==> src/rtl/cordic_pkg.sv <==
// Shared CORDIC definitions: fixed-point constants, widths, quadrant code
// and the arctangent table used by the downstream rotation stages.
package cordic_pkg;

    localparam int XW = 17;
    localparam int ZW = 32;

    // Angles are signed Q3.29 radians, gain is signed Q1.15.
    localparam logic signed [31:0] PI_Q329      = 32'sh6487ED51;
    localparam logic signed [31:0] HALF_PI_Q329 = 32'sh3243F6A9;
    localparam logic signed [16:0] K_INIT_Q115  = 17'sh04DBA;

    typedef enum logic [1:0] {
        Q_NONE = 2'b00,
        Q_POS  = 2'b01,
        Q_NEG  = 2'b10
    } quad_t;

    localparam int ATAN_N = 16;

    // atan(2^-i) in Q3.29 for stage i.
    function automatic logic signed [31:0] atan_q329(input int i);
        logic signed [31:0] r;
        case (i)
            0:       r = 32'sh1921FB54;
            1:       r = 32'sh0ED63383;
            2:       r = 32'sh07D6DD7E;
            3:       r = 32'sh03FAB753;
            4:       r = 32'sh01FF55BB;
            5:       r = 32'sh00FFEAAE;
            6:       r = 32'sh007FFD55;
            7:       r = 32'sh003FFFAB;
            8:       r = 32'sh001FFFF5;
            9:       r = 32'sh000FFFFF;
            10:      r = 32'sh00080000;
            11:      r = 32'sh00040000;
            12:      r = 32'sh00020000;
            13:      r = 32'sh00010000;
            14:      r = 32'sh00008000;
            15:      r = 32'sh00004000;
            default: r = 32'sh00000000;
        endcase
        return r;
    endfunction

endpackage

==> src/rtl/cordic_pipe_reg.sv <==
// One valid/ready register slot. When adv is high the slot takes whatever
// the upstream offers (possibly nothing, which empties it); otherwise it holds.
module cordic_pipe_reg
    import cordic_pkg::*;
#(
    parameter int W = 8
) (
    input  logic         clk,
    input  logic         rst,
    input  logic         adv,
    input  logic         in_valid,
    input  logic [W-1:0] in_data,
    output logic         out_valid,
    output logic [W-1:0] out_data
);

    // Slot register: data only changes on a real load so it stays stable while stalled.
    always_ff @(posedge clk) begin
        if (rst) begin
            out_valid <= 1'b0;
            out_data  <= '0;
        end else if (adv) begin
            out_valid <= in_valid;
            if (in_valid) begin
                out_data <= in_data;
            end
        end
    end

endmodule

==> src/rtl/cordic_input_stage.sv <==
// CORDIC front-end: clamps the target angle to +/-pi, folds it into
// [-pi/2, +pi/2] by a quadrant pre-rotation and produces the initial
// (x0, y0, z0, z_sign) vector for stage 0. Two register slots, full back-pressure.
module cordic_input_stage
    import cordic_pkg::*;
#(
    parameter int                       XW     = cordic_pkg::XW,
    parameter int                       ZW     = cordic_pkg::ZW,
    parameter logic signed [XW-1:0]     K_INIT = 17'sh04DBA,
    parameter int                       TAGW   = 8
) (
    input  logic            clk,
    input  logic            rst,
    input  logic            in_valid,
    output logic            in_ready,
    input  logic [ZW-1:0]   in_theta,
    output logic            out_valid,
    input  logic            out_ready,
    output logic [XW-1:0]   out_x,
    output logic [XW-1:0]   out_y,
    output logic [ZW-1:0]   out_z,
    output logic            out_zsign,
    output logic            out_err,
    output logic [TAGW-1:0] out_tag
);

    localparam int AW = ZW + 2 + 1 + TAGW;
    localparam int BW = XW + ZW + 1 + 1 + TAGW;

    logic signed [ZW-1:0] pi_z;
    logic signed [ZW-1:0] hpi_z;
    assign pi_z  = ZW'(PI_Q329);
    assign hpi_z = ZW'(HALF_PI_Q329);

    logic            a_adv;
    logic            b_adv;
    logic            a_valid;
    logic            b_valid;
    logic [AW-1:0]   a_d;
    logic [AW-1:0]   a_q;
    logic [BW-1:0]   b_d;
    logic [BW-1:0]   b_q;
    logic [TAGW-1:0] tag_cnt;

    assign b_adv    = !b_valid || out_ready;
    assign a_adv    = !a_valid || b_adv;
    assign in_ready = a_adv && !rst;

    logic signed [ZW-1:0] t_in;
    logic                 err_in;
    quad_t                q_in;

    // Clamp to +/-pi and classify the quadrant; exactly +/-pi/2 stays unfolded.
    always_comb begin
        t_in   = $signed(in_theta);
        err_in = 1'b0;
        q_in   = Q_NONE;
        if (t_in > pi_z) begin
            t_in   = pi_z;
            err_in = 1'b1;
        end else if (t_in < -pi_z) begin
            t_in   = -pi_z;
            err_in = 1'b1;
        end
        if (t_in > hpi_z) begin
            q_in = Q_POS;
        end else if (t_in < -hpi_z) begin
            q_in = Q_NEG;
        end
    end

    assign a_d = {t_in, q_in, err_in, tag_cnt};

    // Sample tag counter; wraps silently.
    always_ff @(posedge clk) begin
        if (rst) begin
            tag_cnt <= '0;
        end else if (in_valid && in_ready) begin
            tag_cnt <= tag_cnt + TAGW'(1);
        end
    end

    cordic_pipe_reg #(.W(AW)) u_slot_a (
        .clk       (clk),
        .rst       (rst),
        .adv       (a_adv),
        .in_valid  (in_valid),
        .in_data   (a_d),
        .out_valid (a_valid),
        .out_data  (a_q)
    );

    logic signed [ZW-1:0] a_t;
    quad_t                a_quad;
    logic                 a_err;
    logic [TAGW-1:0]      a_tag;
    assign a_t    = $signed(a_q[AW-1 -: ZW]);
    assign a_quad = quad_t'(a_q[TAGW+1 +: 2]);
    assign a_err  = a_q[TAGW];
    assign a_tag  = a_q[TAGW-1:0];

    logic signed [ZW-1:0] z0;
    logic signed [XW-1:0] x0;

    // Quadrant pre-rotation by +/-pi; a half-turn also flips the sign of x0.
    always_comb begin
        z0 = a_t;
        x0 = K_INIT;
        case (a_quad)
            Q_POS: begin
                z0 = a_t - pi_z;
                x0 = -K_INIT;
            end
            Q_NEG: begin
                z0 = a_t + pi_z;
                x0 = -K_INIT;
            end
            default: begin
                z0 = a_t;
                x0 = K_INIT;
            end
        endcase
    end

    assign b_d = {x0, z0, ~z0[ZW-1], a_err, a_tag};

    cordic_pipe_reg #(.W(BW)) u_slot_b (
        .clk       (clk),
        .rst       (rst),
        .adv       (b_adv),
        .in_valid  (a_valid),
        .in_data   (b_d),
        .out_valid (b_valid),
        .out_data  (b_q)
    );

    assign out_valid = b_valid;
    assign out_x     = b_q[BW-1 -: XW];
    assign out_z     = b_q[TAGW+2 +: ZW];
    assign out_zsign = b_q[TAGW+1];
    assign out_err   = b_q[TAGW];
    assign out_tag   = b_q[TAGW-1:0];
    assign out_y     = '0;

endmodule

==> config.mk <==
export PLATFORM = sky130hd
export DESIGN_NAME = cordic_input_stage
export DESIGN_NICKNAME = d
export VERILOG_FILES = /design/src/rtl/cordic_pkg.sv /design/src/rtl/cordic_pipe_reg.sv /design/src/rtl/cordic_input_stage.sv
export SDC_FILE = /design/constraint.sdc
export NUM_CORES = 1
export LEC_CHECK = 0
export ABC_AREA = 1
export BUFFER_PORTS_ARGS = -buffer_cell sky130_fd_sc_hd__buf_2
export CAP_MARGIN = 20
export CORE_ASPECT_RATIO = 1.5
export CORE_MARGIN = 2
export CORE_UTILIZATION = 50
export DETAILED_ROUTE_END_ITERATION = 10
export GPL_TIMING_DRIVEN = 0
export PLACE_DENSITY_LB_ADDON = 0.12
export SLEW_MARGIN = 20
export SYNTH_ARGS = -nofsm -noshare
export SYNTH_HDL_FRONTEND = slang
export SYNTH_HIERARCHICAL = 1
export SYNTH_SLANG_ARGS = --single-unit
==> constraint.sdc <==
create_clock -name clk -period 4.31 [get_ports clk]
set_input_delay 0.2155 -clock clk [delete_from_list [all_inputs] [get_ports clk]]
set_output_delay 0.2155 -clock clk [all_outputs]
set_load 0.02 [all_outputs]
==> flow_metrics.tcl <==
set metrics [dict create \
    status "complete, no violations" \
    ys_types 47 \
    clkLatencyLatePin_ns 0.37 \
    cp.arrival_ns 4.06 \
    hold_class "input port to register" \
    synth_seq_cells 112 \
    avgSynthCellArea_sq_um 5.81 \
    synth_warnings 6 \
    pwr_density_cell_nw_per_um2 327 \
    slowest_stage "ha_1" \
    num_io_pins 114 \
    antenna_cells 0 \
    vdd_drop_max_uv 199 \
    core-area_sq_um 16000 \
    routabilityCongestion 0.987 \
    cp_max_fo 17 \
    async_reset_ff_share_pct 0 \
    routed_wl_mm 21.0 \
    dpl.hpwl_mm 16.7 \
    power_mw 3.02 \
    cp.required_ns 4.57 \
    drc 0 \
    path_cells "inv_1 > ha_2 > inv_1 > ha_1 > a21oi_1 > nand2_1 > a21boi_0 > o21ai_1 > a21oi_1 > o21ai_1 > or2_2 > nand3_1 > nand2_1 > nor2_1 > nor2_1" \
    ant_nets 0 \
    grt_pass1_wl_mm 34.8 \
    avgRoutedWirePerCell_um 12.1 \
    hold_end "u_slot_a/out_valid" \
    path_class "register to register" \
    cts_tree "done" \
    grt_max_degree 23 \
    initial_core_util_pct 50.6 \
    synth-main-ff-cell "dfxtp_1" \
    tns_ns 0 \
    post-route-period-util_pct 88.0 \
    cp-start-kind "register" \
    place_area_sq_um 8920 \
    cts_root_buffer "clkbuf_16" \
    slew_headroom_pct 34.0 \
    clk_transition_reported_paths_ns 0.08 \
    synthCells 1397 \
    synth_edf_count 0 \
    netlist_area_sq_um 8120 \
    h-tree-depth 3 \
    setup_ws_ns 0.515 \
    rsz0062_at_grt "false" \
    fillCellCount 1714 \
    cellLeakagePower_nw 5.11 \
    ys_seq_area_share_pct 27.6 \
    rrSetupSlack_ns 0.52 \
    cp.depth 15 \
    tightestPinTransition_ns 0.991 \
    post-place-ws_ns 0.246 \
    maxCapViolations 0 \
    cpPeakStageDelay_ns 0.48 \
    cp-end-kind "register" \
    first_iter_violations 359 \
    grt-ovfl-total 0 \
    r2r_cells 15 \
    clkSinkCount 112 \
    critPathBufInv 2 \
    hold_depth 2 \
    r2r_end "u_slot_b/out_data[31]" \
    numCtsBuffers 9 \
    antenna_found_initial 0 \
    max_freq_ghz 0.264 \
    cpLargestDelayFamily "compound AO/OA/AOI/OAI gates" \
    layout_commonest_cell "nand2_1" \
    via_per_inst 4.79 \
    dr_total_vias 8296 \
    first_pass_iters 7 \
    design_area_sq_um 9230 \
    row_count 57 \
    hold_ws_ns 0.150 \
    multi_input_area_sq_um 4730 \
    grt_pass1_vias 7608 \
    io_buffers 96 \
    track_usage_pct 24.7 \
    setup_viol_count_final 0 \
    areaGrowthSynthToFinish_pct 13.7 \
    fin_nets 1591 \
    hold_buffers 0 \
    layout_common_cells "nand2_1, nor2_1, inv_1, dfxtp_1, buf_2" \
    synth_area_leaders "dfxtp_1, nand2_1, nor2_1, inv_1, ha_1" \
    die-area_sq_um 17300 \
    die_h_um 160 \
    post-route-min-period_ns 3.79 \
    cts.path.max_buffers 2 \
    maxSlewViolCount 0 \
    postCtsSetupBuffers 0 \
    synth_top_cell_by_area "dfxtp_1" \
    finalClockSkew_ns 0.0123 \
    die_x_um 108 \
    r2r_start "u_slot_a/out_data[9]" \
    yosys.area.top_type_share_pct 27.6 \
    regArea_sq_um 2240 \
    hold_start "rst" \
    drive_gt1_share_pct 12.6 \
    hold_viol 0 \
]
-- cell usage after synthesis (2+ instances only) --
| cell type | number |
|---|---|
| a21boi_0 | 5 |
| a21o_1 | 5 |
| a21oi_1 | 56 |
| a221oi_1 | 3 |
| a31oi_1 | 4 |
| and2_1 | 2 |
| buf_2 | 12 |
| buf_4 | 24 |
| buf_6 | 13 |
| clkbuf_1 | 14 |
| conb_1 | 2 |
| dfxtp_1 | 112 |
| ha_1 | 33 |
| inv_1 | 201 |
| inv_2 | 4 |
| nand2_1 | 418 |
| nand2_2 | 5 |
| nand3_1 | 39 |
| nand3b_1 | 2 |
| nand4_1 | 18 |
| nor2_1 | 294 |
| nor2_2 | 3 |
| nor3_1 | 12 |
| nor4_1 | 8 |
| o211ai_1 | 2 |
| o21a_1 | 3 |
| o21ai_0 | 53 |
| o21ai_1 | 3 |
| o21bai_1 | 4 |
| o31ai_1 | 4 |
| or2_2 | 16 |
| xnor2_1 | 5 |
| xor2_1 | 4 |
-- per-layer routing --
metal  track usage (%)  up-vias  wire length [um]
li1                  -     4515                 -
met3              3.27       44               906
met1              29.0     3550              8880
met2              44.9      187             10500
met4              8.97        0               700
met5                 0        -                 0
-- timing repair --
item / in CTS / in global routing
hold endpoints to repair: 0 / 0
gates resized for setup: 0 / 1
endpoints found under the setup margin: 0 / 6
-- where the power goes --
part | leakage, nW | internal [mW] | switching (mW)
registers | 0.925 | 1.11 | 0.0509
logic | 4.04 | 0.349 | 0.661
clock network | 0.147 | 0.416 | 0.435
-- area by class of cell --
class	instances	area share (%)
well taps	206	2.79
plain buffers	64	4.80
repair buffers	96	5.20
clock inverters	7	0.895
multi-input cells	1032	51.2
flip-flops and latches	112	24.3
clock buffers	9	2.44
inverters	206	8.38
-- worst max-delay path by stage --
stage / startpoint / slack, ns / to
2_1_floorplan: u_slot_a/out_data[9] / 1.24 / u_slot_b/out_data[31]
3_3_place_gp: u_slot_a/out_data[9] / 0.23 / u_slot_b/out_data[32]
3_5_place_dp: u_slot_a/out_data[9] / 0.25 / u_slot_b/out_data[31]
4_1_cts: u_slot_a/out_data[9] / 0.22 / u_slot_b/out_data[31]
5_1_grt: u_slot_a/out_data[9] / 0.20 / u_slot_b/out_data[33]
6_report: u_slot_a/out_data[9] / 0.52 / u_slot_b/out_data[31]
-- state kept, by name (all words and copies together) (netlist names) --
name                flops
tag_cnt                 8
u_slot_a/out_data      43
u_slot_a/out_valid      1
u_slot_b/out_data      59
u_slot_b/out_valid      1
-- per-stage QoR --
step / util, % / instances
finish: 57.5 / 1732
detailed placement: 55.6 / 1716
global route: 57.5 / 1732
global placement: 55.6 / 1716
floorplan: - / 1414
CTS: 57.5 / 1732
-- kinds of logic after synthesis --
group / synth area share (%)
buf+inv: 15.0
xor+xnor: 0.971
fa+ha+maj: 5.33
flops: 27.6
simple gates: 40.6
other cells: 0.0925
compound gates: 10.4
Power figures use the tool's default switching activity.
